## src/rtl/sparce_sasa_cfg_ctrl.sv

```systemverilog
// SparCE SASA table configuration sequencer: buffers software config writes and replays them
// onto the table write port, with a hardware clear sweep. Optional macro SPARCE_CFG_ADDR_CHECK_EN.
module sparce_sasa_cfg_ctrl #(
    parameter int          FIFO_DEPTH   = 4,
    parameter int          NUM_ENTRIES  = 16,
    parameter logic [31:0] SASA_BASE    = 32'h0000_1000,
    parameter int          ENTRY_STRIDE = 8
) (
    input  logic        CLK,
    input  logic        RST,
    input  logic        cfg_wen,
    input  logic [31:0] cfg_addr,
    input  logic [31:0] cfg_wdata,
    output logic        cfg_ready,
    input  logic        clear_req,
    output logic        clear_busy,
    input  logic        skipping,
    output logic        sasa_wen,
    output logic [31:0] sasa_addr,
    output logic [31:0] sasa_data,
    output logic        idle,
    output logic        cfg_err
);

    localparam int PTR_W = $clog2(FIFO_DEPTH);
    localparam int IDX_W = (NUM_ENTRIES > 1) ? $clog2(NUM_ENTRIES) : 1;
    localparam logic [31:0]      STRIDE_W = 32'(ENTRY_STRIDE);
    localparam logic [IDX_W-1:0] LAST_IDX = IDX_W'(NUM_ENTRIES - 1);

    typedef enum logic [1:0] {
        ST_IDLE  = 2'd0,
        ST_DRAIN = 2'd1,
        ST_CLEAR = 2'd2
    } state_t;

    logic [31:0]      fifo_addr_r [FIFO_DEPTH];
    logic [31:0]      fifo_data_r [FIFO_DEPTH];
    logic [PTR_W:0]   wr_ptr_r;
    logic [PTR_W:0]   rd_ptr_r;
    state_t           state_r;
    state_t           state_nx_s;
    logic             clear_pend_r;
    logic [IDX_W-1:0] sweep_idx_r;
    logic             sasa_wen_r;
    logic [31:0]      sasa_addr_r;
    logic [31:0]      sasa_data_r;

    logic             empty_s;
    logic             full_s;
    logic             cfg_ready_s;
    logic             addr_ok_s;
    logic             push_s;
    logic             pop_s;
    logic             sweep_wr_s;
    logic             sweep_done_s;
    logic             clear_acc_s;
    logic [31:0]      sweep_addr_s;

    // Pointers carry one wrap bit so full and empty are distinguishable.
    assign empty_s      = (wr_ptr_r == rd_ptr_r);
    assign full_s       = (wr_ptr_r[PTR_W] != rd_ptr_r[PTR_W]) &&
                          (wr_ptr_r[PTR_W-1:0] == rd_ptr_r[PTR_W-1:0]);
    assign cfg_ready_s  = !full_s && !clear_pend_r;
    assign push_s       = cfg_wen && cfg_ready_s && addr_ok_s;
    assign clear_acc_s  = clear_req && !clear_pend_r;
    assign sweep_addr_s = SASA_BASE + (32'(sweep_idx_r) * STRIDE_W) + 32'd4;

    assign cfg_ready  = cfg_ready_s;
    assign clear_busy = clear_pend_r;
    assign sasa_wen   = sasa_wen_r;
    assign sasa_addr  = sasa_addr_r;
    assign sasa_data  = sasa_data_r;
    assign idle       = empty_s && !clear_pend_r && (state_r == ST_IDLE) && !sasa_wen_r;

`ifdef SPARCE_CFG_ADDR_CHECK_EN
    localparam logic [31:0] SASA_END = SASA_BASE + 32'(NUM_ENTRIES * ENTRY_STRIDE);

    function automatic logic addr_valid(input logic [31:0] addr);
        return (addr[1:0] == 2'b00) && (addr >= SASA_BASE) && (addr < SASA_END);
    endfunction

    logic cfg_err_r;

    assign addr_ok_s = addr_valid(cfg_addr);
    assign cfg_err   = cfg_err_r;

    // Sticky error: a new bad write wins over a simultaneous clear acceptance.
    always_ff @(posedge CLK or posedge RST) begin
        if (RST) begin
            cfg_err_r <= 1'b0;
        end else if (cfg_wen && cfg_ready_s && !addr_ok_s) begin
            cfg_err_r <= 1'b1;
        end else if (clear_acc_s) begin
            cfg_err_r <= 1'b0;
        end else begin
            cfg_err_r <= cfg_err_r;
        end
    end
`else
    assign addr_ok_s = 1'b1;
    assign cfg_err   = 1'b0;
`endif

    // Next-state and per-cycle pop/sweep decisions; IDLE pops immediately to hit two-cycle latency.
    always_comb begin
        state_nx_s   = state_r;
        pop_s        = 1'b0;
        sweep_wr_s   = 1'b0;
        sweep_done_s = 1'b0;
        case (state_r)
            ST_IDLE: begin
                if (clear_pend_r && empty_s) begin
                    state_nx_s = ST_CLEAR;
                end else if (!empty_s) begin
                    state_nx_s = ST_DRAIN;
                    pop_s      = !skipping;
                end else begin
                    state_nx_s = ST_IDLE;
                end
            end
            ST_DRAIN: begin
                if (empty_s) begin
                    state_nx_s = clear_pend_r ? ST_CLEAR : ST_IDLE;
                end else begin
                    state_nx_s = ST_DRAIN;
                    pop_s      = !skipping;
                end
            end
            ST_CLEAR: begin
                if (!skipping) begin
                    sweep_wr_s = 1'b1;
                    if (sweep_idx_r == LAST_IDX) begin
                        sweep_done_s = 1'b1;
                        state_nx_s   = ST_IDLE;
                    end else begin
                        state_nx_s = ST_CLEAR;
                    end
                end else begin
                    state_nx_s = ST_CLEAR;
                end
            end
            default: begin
                state_nx_s = ST_IDLE;
            end
        endcase
    end

    // FSM state register.
    always_ff @(posedge CLK or posedge RST) begin
        if (RST) begin
            state_r <= ST_IDLE;
        end else begin
            state_r <= state_nx_s;
        end
    end

    // Write buffer storage and pointers.
    always_ff @(posedge CLK or posedge RST) begin
        if (RST) begin
            wr_ptr_r <= '0;
            rd_ptr_r <= '0;
            for (int i = 0; i < FIFO_DEPTH; i++) begin
                fifo_addr_r[i] <= 32'd0;
                fifo_data_r[i] <= 32'd0;
            end
        end else begin
            if (push_s) begin
                fifo_addr_r[wr_ptr_r[PTR_W-1:0]] <= cfg_addr;
                fifo_data_r[wr_ptr_r[PTR_W-1:0]] <= cfg_wdata;
                wr_ptr_r <= wr_ptr_r + (PTR_W+1)'(1);
            end
            if (pop_s) begin
                rd_ptr_r <= rd_ptr_r + (PTR_W+1)'(1);
            end
        end
    end

    // Clear-pending flag and sweep index; re-requests while pending are ignored.
    always_ff @(posedge CLK or posedge RST) begin
        if (RST) begin
            clear_pend_r <= 1'b0;
            sweep_idx_r  <= '0;
        end else begin
            if (clear_acc_s) begin
                clear_pend_r <= 1'b1;
            end else if (sweep_done_s) begin
                clear_pend_r <= 1'b0;
            end
            if (sweep_done_s) begin
                sweep_idx_r <= '0;
            end else if (sweep_wr_s) begin
                sweep_idx_r <= sweep_idx_r + IDX_W'(1);
            end
        end
    end

    // Registered table write port; address/data hold when no write issues.
    always_ff @(posedge CLK or posedge RST) begin
        if (RST) begin
            sasa_wen_r  <= 1'b0;
            sasa_addr_r <= 32'd0;
            sasa_data_r <= 32'd0;
        end else begin
            sasa_wen_r <= pop_s || sweep_wr_s;
            if (pop_s) begin
                sasa_addr_r <= fifo_addr_r[rd_ptr_r[PTR_W-1:0]];
                sasa_data_r <= fifo_data_r[rd_ptr_r[PTR_W-1:0]];
            end else if (sweep_wr_s) begin
                sasa_addr_r <= sweep_addr_s;
                sasa_data_r <= 32'd0;
            end
        end
    end

endmodule

```

## config.mk

```make
export PLATFORM = sky130hd
export DESIGN_NAME = sparce_sasa_cfg_ctrl
export DESIGN_NICKNAME = d
export VERILOG_FILES = /design/src/rtl/sparce_sasa_cfg_ctrl.sv
export SDC_FILE = /design/constraint.sdc
export NUM_CORES = 1
export LEC_CHECK = 0
export ABC_AREA = 1
export CELL_PAD_IN_SITES_DETAIL_PLACEMENT = 1
export CELL_PAD_IN_SITES_GLOBAL_PLACEMENT = 1
export CORE_MARGIN = 10
export CORE_UTILIZATION = 46
export CTS_CLUSTER_DIAMETER = 60
export DETAILED_ROUTE_END_ITERATION = 8
export HOLD_SLACK_MARGIN = 0.03
export PLACE_DENSITY_LB_ADDON = 0.1
export SLEW_MARGIN = 20
export SYNTH_ARGS = -nofsm -noshare
export SYNTH_HDL_FRONTEND = slang
export SYNTH_SLANG_ARGS = --single-unit
```

## constraint.sdc

```tcl
create_clock -name CLK -period 20.2 [get_ports CLK]
set_input_delay 3.03 -clock CLK [delete_from_list [all_inputs] [get_ports CLK]]
set_output_delay 3.03 -clock CLK [all_outputs]
set_load 0.005 [all_outputs]
```

Word-level counts from Yosys, hierarchy flattened. Cells that the tools add are included.

Add/sub/neg operators: 5. Multipliers: 0. Div/mod/pow operators: 0. Order comparisons: 3. Equality and inequality tests: 6. Shifts and indexed selects: 0. Muxes and demuxes: 33. Bitwise operators: 2. Reduce and logical (&&, ||, !) cells: 18.

Operators with widths (count): 32-bit two-way mux (9); 128-bit bitwise mux (2); 32-bit binary-select mux with 2-bit select (2); 32-bit demux with 2-bit select (1); 14-bit by 3-bit adder with 15-bit output (second input constant) (1); 13-bit by 7-bit adder with 14-bit output (first input constant) (1); 1-bit two-way mux (10); 2-bit two-way mux (5); 1-bit logical AND (9); 4-bit two-way mux (2); 3-bit by 1-bit adder with 3-bit output (second input constant) (2); 3-bit greater-or-equal comparator (second input constant) (2); 2-bit NOT with 3-bit output (2); 2-bit case mux with 3 select lines (1); 2-bit nonzero test (3); 4-bit by 1-bit adder with 4-bit output (second input constant) (1); 4-bit equality test (second input constant) (1); 1-bit zero test (4); 3-bit equality test (1); 3-bit by 1-bit < comparator with 1-bit output (second input constant) (1); 2-bit by 1-bit equality test with 1-bit output (second input constant) (1); 2-bit equality test (1); 2-bit equality test (second input constant) (1); 2-bit zero test (1); 3 further kinds (3).

Register bits after elaboration: 334. Latch bits: 0. Bits in writable memories: 0. Memory bits (read-only): 0. Input port bits: 69. Memories: 0.

Depth between registers and ports, before layout. Gate-level depths: netlist of the first run.

Depth in word-level cells: 6. Gate-level depth with buffers: 10.

Least setup slack after synthesis of the first run. No wires, ideal clock.

Path kind: register to output. From: register wr_ptr_r[0]. To: output idle. Data arrival time: 1.047 ns. Data required time: 17.170 ns. Path slack: 16.123 ns. Cell stages (with the launch flop): 6. Path buffers: 0. Path through: dfrtp_1 > inv_1 > nand2_1 > nand2_1 > nand3_2 > nor4_1.

Cells in the longest elaborated chain, start to end: 4.

RTL lines: start, declared (RTL line 38) `logic [PTR_W:0] wr_ptr_r;`; start signal, assigned (RTL line 170) `wr_ptr_r <= wr_ptr_r + (PTR_W+1)'(1);`; 3-bit equality test (RTL line 60) `assign empty_s = (wr_ptr_r == rd_ptr_r);`; 1-bit logical AND (3 in a row) (RTL line 73) `assign idle = empty_s && !clear_pend_r && (state_r == ST_IDLE) && !sasa_wen_r;`; end, declared (RTL line 21) `output logic idle,`.

No other way between the ends.

Final worst setup path of the first run.
From: register rd_ptr_r[0]. To: output idle.

Cells in the longest elaborated chain, start to end: 4.

RTL lines: start, declared (RTL line 39) `logic [PTR_W:0] rd_ptr_r;`; start signal, assigned (RTL line 173) `rd_ptr_r <= rd_ptr_r + (PTR_W+1)'(1);`; 3-bit equality test (RTL line 60); 1-bit logical AND (3 in a row) (RTL line 73).

No other way between the ends.

==> metrics.md, run 1 <==
| Metric | Value |
|---|---|
| Outcome | complete, no violations |
| RSZ-0062 raised after global routing | no |
| Sink Count | 334 |
| Drt initial violations | 743 |
| Initial Utilization | 46.6% |
| Yosys top cell by area | dfrtp_1 |
| Cts-stage hold buffer count | 0 |
| Max cap viols | 0 |
| Root Driver | clkbuf_16 |
| Max Buffers Root-to-Sink | 3 |
| GPL Wtd Cong | 0.770 |
| Worst-path maximum fanout | 55 |
| Syn Nets | 1923 |
| Max_slew headroom | 33.3% |
| Leak | 9.16 nW |
| Clock edge transition at the registers on the reported setup and hold paths | 0.06 ns |
| Post-CTS resize count | 0 |
| Fmax | 162 MHz |
| Residual DRC count | 0 |
| Initial antenna violation count | 0 |
| Detail Placement HPWL | 26900 um |
| Share of the synthesized area in the top cell type | 57.0% |
| Hold Vio Cnt, Final | 0 |
| Vias in the first global route | 14200 |
| Post-Route WL | 48800 um |
| Core ar. | 0.0315 sq mm |
| Via/cell ratio | 5.58 |
| CTS tree | built |
| Synth cell types | 28 |
| GRT Total Usage | 25.0% |
| Chip width | 199 um |
| Final Critical Period | 6.17 ns |
| Fin area | 0.0175 sq mm |
| Least-Margin Pin Slew | 0.997 ns |
| Pin count of the biggest net entering global routing | 169 |
| Crit start category | flop |
| Worst skew pair latency | 0.52 ns |
| Setup tns final | 0 ns |
| FF+latch count, synth | 334 |
| IO Pins | 138 |
| CTS H-tree lvls | 2 |
| IO buf count | 136 |
| Ys Warns | 0 |
| Clk_skew | 0.0120 ns |
| Area delta synth->final | 19.5% |
| CP Class | reg -> out |
| Crit path DAT | 3.14 ns |
| DIE AREA | 0.0394 sq mm |
| DRT Pass-1 Iters | 4 |
| Layout cell share with drive strength beyond 1 | 4.86% |
| Fin worst setup slack | 14.03 ns |
| First-pass GRT wire length | 78500 um |
| Vias | 13200 |
| Fillcell total | 3826 |
| Mean routed wirelength per cell | 20.7 um |
| Post-Place Setup Slack | 14.59 ns |
| Total grt overflow | 0 |
| PwrDens | 165 mW/mm^2 |
| Worst R2R Start | rd_ptr_r[0] |
| Final nets | 2004 |
| Final number of max-transition violations | 0 |
| CP startpoint | rd_ptr_r[0] |
| Synth Area per Inst | 7.94 sq um |
| Setup bufs post-CTS | 0 |
| Num CTS Buffers | 38 |
| Post-synthesis cell count | 1848 |
| Main area contributors after synthesis | dfrtp_1, nand2_1, o21ai_0 |
| # diodes | 0 |
| Worst hold-check path type | reg -> reg |
| DP Area | 0.0162 sq mm |
| Tcrit/Tclk final | 30.5% |
| Post-synthesis sequential area ratio | 57.0% |
| Row count | 65 |
| Post-route ant nets | 0 |
| Post-Syn Area | 0.0147 sq mm |
| CP endpoint kind | output port |
| CP required | 17.17 ns |
| Chip height | 199 um |
| Hold Path Origin | state_r[1] |
| Final setup fails | 0 |
| VDD IR max | 0.0725 mV |
## metrics by stage
stage               cells  hold WS [ns]  utilization (%)  power, mW
floorplan            1848         0.433                -       1.79
global placement     2291         0.450             51.6       2.13
detailed placement   2291         0.453             51.6       2.19
CTS                  2358         0.466             55.7       2.91
global route         2358         0.492             55.7       3.11
finish               2358         0.468             55.7       2.90
## critical path, stage by stage (launching register included)
cell and delay, ns:
dfrtp_4 0.73, inv_4 0.53, nand2_1 0.10, nand2_1 0.16
nand3_2 0.26, nor4_1 0.26, clkdlybuf4s50_1 0.55
## where the power goes
group          internal, mW  total [mW]  switching [mW]  leakage (nW)
clock                 0.429       0.708           0.279         0.635
sequential            0.971        1.17           0.197          4.42
combinational         0.398        1.02           0.623          4.10
total                  1.80        2.90            1.10          9.16
## flip-flops by register name, indices dropped and copies added, names as in the netlist
signal       cells
sasa_wen         1
rd_ptr_r         3
wr_ptr_r         3
sweep_idx_r      4
state_r          2
fifo_addr_r    128
fifo_data_r    128
clear_busy       1
sasa_data       32
sasa_addr       32
## Yosys cell counts
cell,instances
buf_1,6
buf_2,28
buf_4,4
buf_6,1
clkbuf_1,76
clkinv_1,1
conb_1,1
dfrtp_1,334
ha_1,6
inv_1,28
inv_2,5
mux2i_1,1
nand2_1,952
nand3_1,82
nand3_2,2
nand3_4,1
nand4_1,11
nor2_1,120
nor2_4,3
nor3_1,1
nor4_1,1
o21a_1,1
o21ai_0,118
o21ai_1,1
o22ai_1,58
o31ai_1,1
xnor2_1,3
xor2_1,2
## layer usage
metal	part of all wire, %	track usage [%]	vias up
li1	-	-	5999
met1	45	32.7	6820
met2	49	43.2	281
met3	4.2	3.21	56
met4	1.5	5.79	0
met5	0	0	-
## path summary, 6_finish.rpt
path                              endpoint  slack, ns  cells after the start
min                             state_r[1]       0.47                      1
max                                   idle      14.03                      6
min in group asynchronous  fifo_data_r[99]       3.01                      2
max in group asynchronous      rd_ptr_r[1]      15.76                      3
min reg2reg                     state_r[1]       0.47                      1
max reg2reg                fifo_data_r[14]      16.56                      8
## logic make-up after synthesis
group	share of synthesized area, %
fa+ha+maj	0.512
buf+inv	4.21
other cells	0.0256
flops	57.0
xor+xnor	0.299
compound gates	6.64
simple gates	31.3
mux	0.0683
## placed cells by master (no fill, tap or decap), types with 3 or more instances in the layout
master	instances
o22ai_1	58
ha_1	6
clkbuf_16	41
nor2_4	4
clkbuf_8	9
inv_1	27
nand3_1	81
buf_4	19
nand2_1	951
clkdlybuf4s50_1	136
dfrtp_1	332
clkbuf_1	9
inv_2	4
nand4_1	11
o21ai_0	118
nor2_1	119
xnor2_1	3
clkinv_2	4
## layout make-up
| cell class | count | area (sq um) | area share (%) |
|---|---|---|---|
| flip-flops and latches | 334 | 8360 | 47.7 |
| multi-input cells | 1365 | 5710 | 32.6 |
| repair buffers | 156 | 1520 | 8.70 |
| clock buffers | 59 | 1180 | 6.75 |
| well taps | 402 | 503 | 2.87 |
| inverters | 34 | 138 | 0.785 |
| clock inverters | 8 | 100 | 0.571 |
(Power assumes the default switching activity.)
==> run 2, diff against run 1 <==
--- a/config.mk
+++ b/config.mk
@@ -9,7 +9,7 @@
 export CELL_PAD_IN_SITES_DETAIL_PLACEMENT = 1
 export CELL_PAD_IN_SITES_GLOBAL_PLACEMENT = 1
 export CORE_MARGIN = 10
-export CORE_UTILIZATION = 46
+export CORE_UTILIZATION = 39
 export CTS_CLUSTER_DIAMETER = 60
 export DETAILED_ROUTE_END_ITERATION = 8
 export HOLD_SLACK_MARGIN = 0.03
==> constraint.sdc (replaced) <==
create_clock -name CLK -period 5.3 [get_ports CLK]
set_input_delay 0.795 -clock CLK [delete_from_list [all_inputs] [get_ports CLK]]
set_output_delay 0.795 -clock CLK [all_outputs]
set_load 0.005 [all_outputs]
==> metrics.md, run 2 (synthesis results as in run 1) <==
| Metric | Value |
|---|---|
| Outcome | complete, no violations |
| Final setup fails | 0 |
| Worst hold-check path type | reg -> reg |
| GPL Wtd Cong | 0.760 |
| Hold Vio Cnt, Final | 0 |
| Pin count of the biggest net entering global routing | 137 |
| Fin area | 0.0178 sq mm |
| CP Buf/Inv Count | 2 |
| Commonest non-fill, non-tap cells in the layout | nand2_1, dfrtp_1, clkdlybuf4s50_1 |
| Crit path DAT | 3.13 ns |
| PwrDens | 627 mW/mm^2 |
| Setup bufs post-CTS | 0 |
| Area delta synth->final | 21.2% |
| Max Buffers Root-to-Sink | 3 |
| Least-Margin Pin Slew | 0.983 ns |
| Detail Placement HPWL | 26900 um |
| Drt initial violations | 681 |
| DIE AREA | 0.0458 sq mm |
| Total grt overflow | 0 |
| M1 WL | 22500 um |
| Cell Chain, Critical Path | inv_4 -> nand2_1 -> nand2_1 -> nand3_2 -> nor4_1 -> clkdlybuf4s50_1 |
| Initial antenna violation count | 1 |
| Root Driver | clkbuf_16 |
| Fillcell total | 4400 |
| Switching Fraction | 37.6% |
| Chip width | 214 um |
| Clock Power Share | 25.4% |
| Post-Route WL | 48100 um |
| IO Pins | 138 |
| Final nets | 2008 |
| Layout cell share with drive strength beyond 1 | 5.26% |
| Vias in the first global route | 13900 |
| Sequential cell area | 0.00836 sq mm |
| Most common cell after layout, fill and taps aside | nand2_1 |
| Post-Place Setup Slack | 1.92 ns |
| Core ar. | 0.0369 sq mm |
| CP required | 4.51 ns |
| CP dominant cell by count | nand2_1 |
| WL met3 | 2080 um |
| Mean routed wirelength per cell | 19.5 um |
| CP Class | reg -> out |
| Cell family with most CP delay | buffers and inverters |
| Fin worst setup slack | 1.38 ns |
| VDD IR max | 0.281 mV |
| IO buf count | 136 |
| Max cap viols | 0 |
| Clock edge transition at the registers on the reported setup and hold paths | 0.06 ns |
| Sink Count | 334 |
| Sw Pwr | 4.19 mW |
| Fmax | 255 MHz |
| CP endpoint kind | output port |
| Top sig layer | met4 |
| Tcrit/Tclk final | 74.1% |
| Num CTS Buffers | 40 |
| Vias | 12700 |
| DP Area | 0.0164 sq mm |
| Multi-input gate area | 0.00571 sq mm |
| Final number of max-transition violations | 0 |
| Internal power | 6.95 mW |
| Setup tns final | 0 ns |
| Initial Utilization | 39.8% |
| Post-CTS resize count | 0 |
| Largest stage delay, worst path | 0.72 ns |
| Worst-path maximum fanout | 60 |
| Met2 routed WL | 22900 um |
| Chip height | 214 um |
| Leak | 9.20 nW |
| Via/cell ratio | 5.17 |
| Final Util | 48.2% |
| Clk_skew | 0.0133 ns |
| Biggest regs | fifo_addr_r: 128 flops, fifo_data_r: 128 flops |
| Seq pwr share | 39.4% |
| Cts-stage hold buffer count | 0 |
| CTS H-tree lvls | 2 |
| Worst skew pair latency | 0.54 ns |
| Combinational power share | 35.2% |
| Crit start category | flop |
| Post-route ant nets | 0 |
| Residual DRC count | 0 |
| GRT Total Usage | 20.9% |
| Final Critical Period | 3.92 ns |
| Row count | 70 |
| DRT Pass-1 Iters | 5 |
| First-pass GRT wire length | 78400 um |
| RSZ-0062 raised after global routing | no |
| Critical path's slowest cell | dfrtp_4 |
| CTS tree | built |
| Max_slew headroom | 34.3% |
-- run 2: cell types whose count changed in the layout (fill, tap and decap cells not counted), sizes merged --
| cell | previous run | this run |
|---|---|---|
| buf | 20 | 22 |
| bufinv | 2 | 4 |
| clkbuf | 59 | 54 |
| clkinv | 5 | 8 |
| clkinvlp | 0 | 3 |
| diode | 0 | 1 |
| inv | 35 | 34 |
-- run 2: metal layers --
metal,up-vias,track usage (%)
met2,239,35.0
li1,5975,-
met3,47,3.11
met5,-,0
met1,6485,28.1
met4,0,4.50
-- run 2: path summary, 6_finish.rpt --
check	start	end	slack [ns]	depth (start not counted)
min	fifo_data_r[88]	fifo_data_r[88]	0.47	2
min reg2reg	fifo_data_r[88]	fifo_data_r[88]	0.47	2
max reg2reg	rd_ptr_r[0]	fifo_data_r[98]	1.96	9
max in group asynchronous	RST	fifo_data_r[127]	3.53	3
min in group asynchronous	RST	sasa_data[4]	0.61	2
max	rd_ptr_r[0]	idle	1.38	6
-- run 2: worst register-to-register path: stages (launching register included) --
cell	delay, ns
dfrtp_4	0.82
inv_4	0.41
nand2_1	0.18
nand2_1	0.10
nand3_2	0.15
nand3_4	0.18
nor2_4	0.79
buf_4	0.45
nand2_1	0.12
nand2_1	0.07
-- run 2: cell type report --
class	instances	share of cell area [%]
clock inverter	15	1.08
timing repair buffer	158	8.94
tap	504	3.55
multi-input combinational	1365	32.1
sequential	334	47.0
antenna	1	0.0141
inverter	34	0.753
clock buffer	54	6.50
-- run 2: power by group through the flow --
stage	Clock (mW)	Sequential, mW	Combinational [mW]
global placement	0	4.38	3.81
finish	2.83	4.39	3.92
detailed placement	0	4.41	3.95
floorplan	0	4.22	2.60
CTS	2.90	4.40	3.98
global route	3.02	4.54	4.48
-- run 2: metrics by stage --
step / instances / hold WS (ns) / total power, mW
floorplan: 1848 / 0.433 / 6.81
global placement: 2395 / 0.451 / 8.19
detailed placement: 2395 / 0.460 / 8.36
CTS: 2464 / 0.474 / 11.3
global route: 2465 / 0.490 / 12.0
finish: 2465 / 0.471 / 11.1
==> run 3, diff against run 2 <==
--- a/config.mk
+++ b/config.mk
@@ -9,7 +9,7 @@
 export CELL_PAD_IN_SITES_DETAIL_PLACEMENT = 1
 export CELL_PAD_IN_SITES_GLOBAL_PLACEMENT = 1
 export CORE_MARGIN = 10
-export CORE_UTILIZATION = 39
+export CORE_UTILIZATION = 43
 export CTS_CLUSTER_DIAMETER = 60
 export DETAILED_ROUTE_END_ITERATION = 8
 export HOLD_SLACK_MARGIN = 0.03
==> constraint.sdc (replaced) <==
create_clock -name CLK -period 4.08 [get_ports CLK]
set_input_delay 0.612 -clock CLK [delete_from_list [all_inputs] [get_ports CLK]]
set_output_delay 0.612 -clock CLK [all_outputs]
set_load 0.005 [all_outputs]
==> metrics.md, run 3 (synthesis results as in run 1) <==
| Metric | Value |
|---|---|
| IO buf count | 136 |
| Tcrit/Tclk final | 85.2% |
| Final number of max-transition violations | 0 |
| FF-to-FF path depth | 7 |
| Residual DRC count | 0 |
| Core ar. | 0.0336 sq mm |
| Mean routed wirelength per cell | 20.0 um |
| Worst R2R Start | rd_ptr_r[0] |
| CTS H-tree lvls | 2 |
| Fin area | 0.0178 sq mm |
| VDD IR max | 0.357 mV |
| Max cap viols | 0 |
| Drt initial violations | 666 |
| Least-Margin Pin Slew | 1.01 ns |
| DRT Pass-1 Iters | 4 |
| IO Pins | 138 |
| Most common cell after layout, fill and taps aside | nand2_1 |
| Num CTS Buffers | 40 |
| Post-CTS resize count | 0 |
| Area delta synth->final | 21.1% |
| PwrDens | 807 mW/mm^2 |
| Hold EP | fifo_addr_r[86] |
| FF-to-FF setup slack | 1.10 ns |
| Max Buffers Root-to-Sink | 3 |
| Worst-path maximum fanout | 72 |
| RSZ-0062 raised after global routing | no |
| Clock edge transition at the registers on the reported setup and hold paths | 0.06 ns |
| Biggest regs | fifo_addr_r: 128 flops, fifo_data_r: 128 flops |
| Final Non-Filler Cells | 2421 |
| Final setup fails | 0 |
| DP Area | 0.0164 sq mm |
| Max_slew headroom | 32.8% |
| Setup bufs post-CTS | 0 |
| CP required | 3.47 ns |
| Final Util | 52.8% |
| Clk_skew | 0.0134 ns |
| Layout cell share with drive strength beyond 1 | 5.89% |
| Vias | 13000 |
| Post-route ant nets | 0 |
| FF-to-FF End | sasa_data[18] |
| CP Class | reg -> out |
| Crit start category | flop |
| Worst hold-check path type | reg -> reg |
| Sink Count | 334 |
| Row count | 67 |
| Hold Vio Cnt, Final | 0 |
| Via/cell ratio | 5.38 |
| Fmax | 288 MHz |
| First-pass GRT wire length | 77700 um |
| DIE AREA | 0.0419 sq mm |
| Setup tns final | 0 ns |
| Commonest non-fill, non-tap cells in the layout | nand2_1, dfrtp_1, clkdlybuf4s50_1 |
| Hold slack | 0.472 ns |
| Total grt overflow | 0 |
| Hold Path Origin | fifo_addr_r[86] |
| Post-Route WL | 48400 um |
| Initial Utilization | 43.6% |
| Worst skew pair latency | 0.53 ns |
| Crit path DAT | 2.86 ns |
| Placed instance count | 2349 |
| Final Critical Period | 3.47 ns |
| Leak | 9.25 nW |
| Sequential cell area | 0.00836 sq mm |
| Multi-input gate area | 0.00571 sq mm |
| Hold Crit Depth | 2 |
| Final nets | 2018 |
| Initial antenna violation count | 3 |
| GRT Total Usage | 23.1% |
| GPL Wtd Cong | 0.773 |
| Pin count of the biggest net entering global routing | 86 |
| Fillcell total | 3994 |
| CTS tree | built |
| Outcome | complete, no violations |
| Cts-stage hold buffer count | 0 |
| Chip width | 205 um |
| Chip height | 205 um |
| Root Driver | clkbuf_16 |
| CP endpoint kind | output port |
| Detail Placement HPWL | 27400 um |
| Vias in the first global route | 13900 |
## run 3: per-layer routing
layer | vias to the layer above | routed length (um) | track usage (%)
met1 | 6691 | 21900 | 30.5
met5 | - | 12 | 0
met4 | 2 | 685 | 5.00
li1 | 6010 | - | -
met2 | 259 | 23500 | 39.1
met3 | 57 | 2330 | 3.73
## run 3: where the power goes
group | leakage, nW | total, mW | switching [mW] | internal, mW
clock | 0.650 | 3.51 | 1.39 | 2.11
combinational | 4.18 | 5.00 | 2.99 | 2.01
sequential | 4.42 | 5.83 | 1.03 | 4.81
## run 3: worst max-delay path, cell delays in order (launching register included)
cell and delay, ns:
dfrtp_4 1.01, nand2_1 0.11, nand2_1 0.14, nand3_2 0.22, nor4_1 0.28, clkdlybuf4s50_1 0.57
## run 3: how the worst max path moves through the flow
stage / start / endpoint / slack (ns) / cells past startpoint
3_5_place_dp: rd_ptr_r[0] / idle / 1.16 / 5
3_3_place_gp: rd_ptr_r[0] / idle / 1.22 / 5
4_1_cts: rd_ptr_r[0] / idle / 0.61 / 5
2_1_floorplan: RST / clear_busy / -0.99 / 1
6_report: rd_ptr_r[0] / idle / 0.61 / 5
5_1_grt: rd_ptr_r[0] / idle / 0.46 / 5
## run 3: per-stage QoR
step / total power [mW] / worst slack [ns]
global route: 15.4 / 0.460
global placement: 10.6 / 1.22
CTS: 14.5 / 0.605
floorplan: 8.85 / -0.995
detailed placement: 10.8 / 1.16
finish: 14.3 / 0.606
## run 3: cell type report
type,count,share of cell area [%]
clock buffers,56,6.77
repair buffers,168,9.44
clock inverters,14,0.620
well taps,448,3.16
flip-flops and latches,334,47.1
inverters,34,0.754
diodes,2,0.0282
multi-input cells,1365,32.2
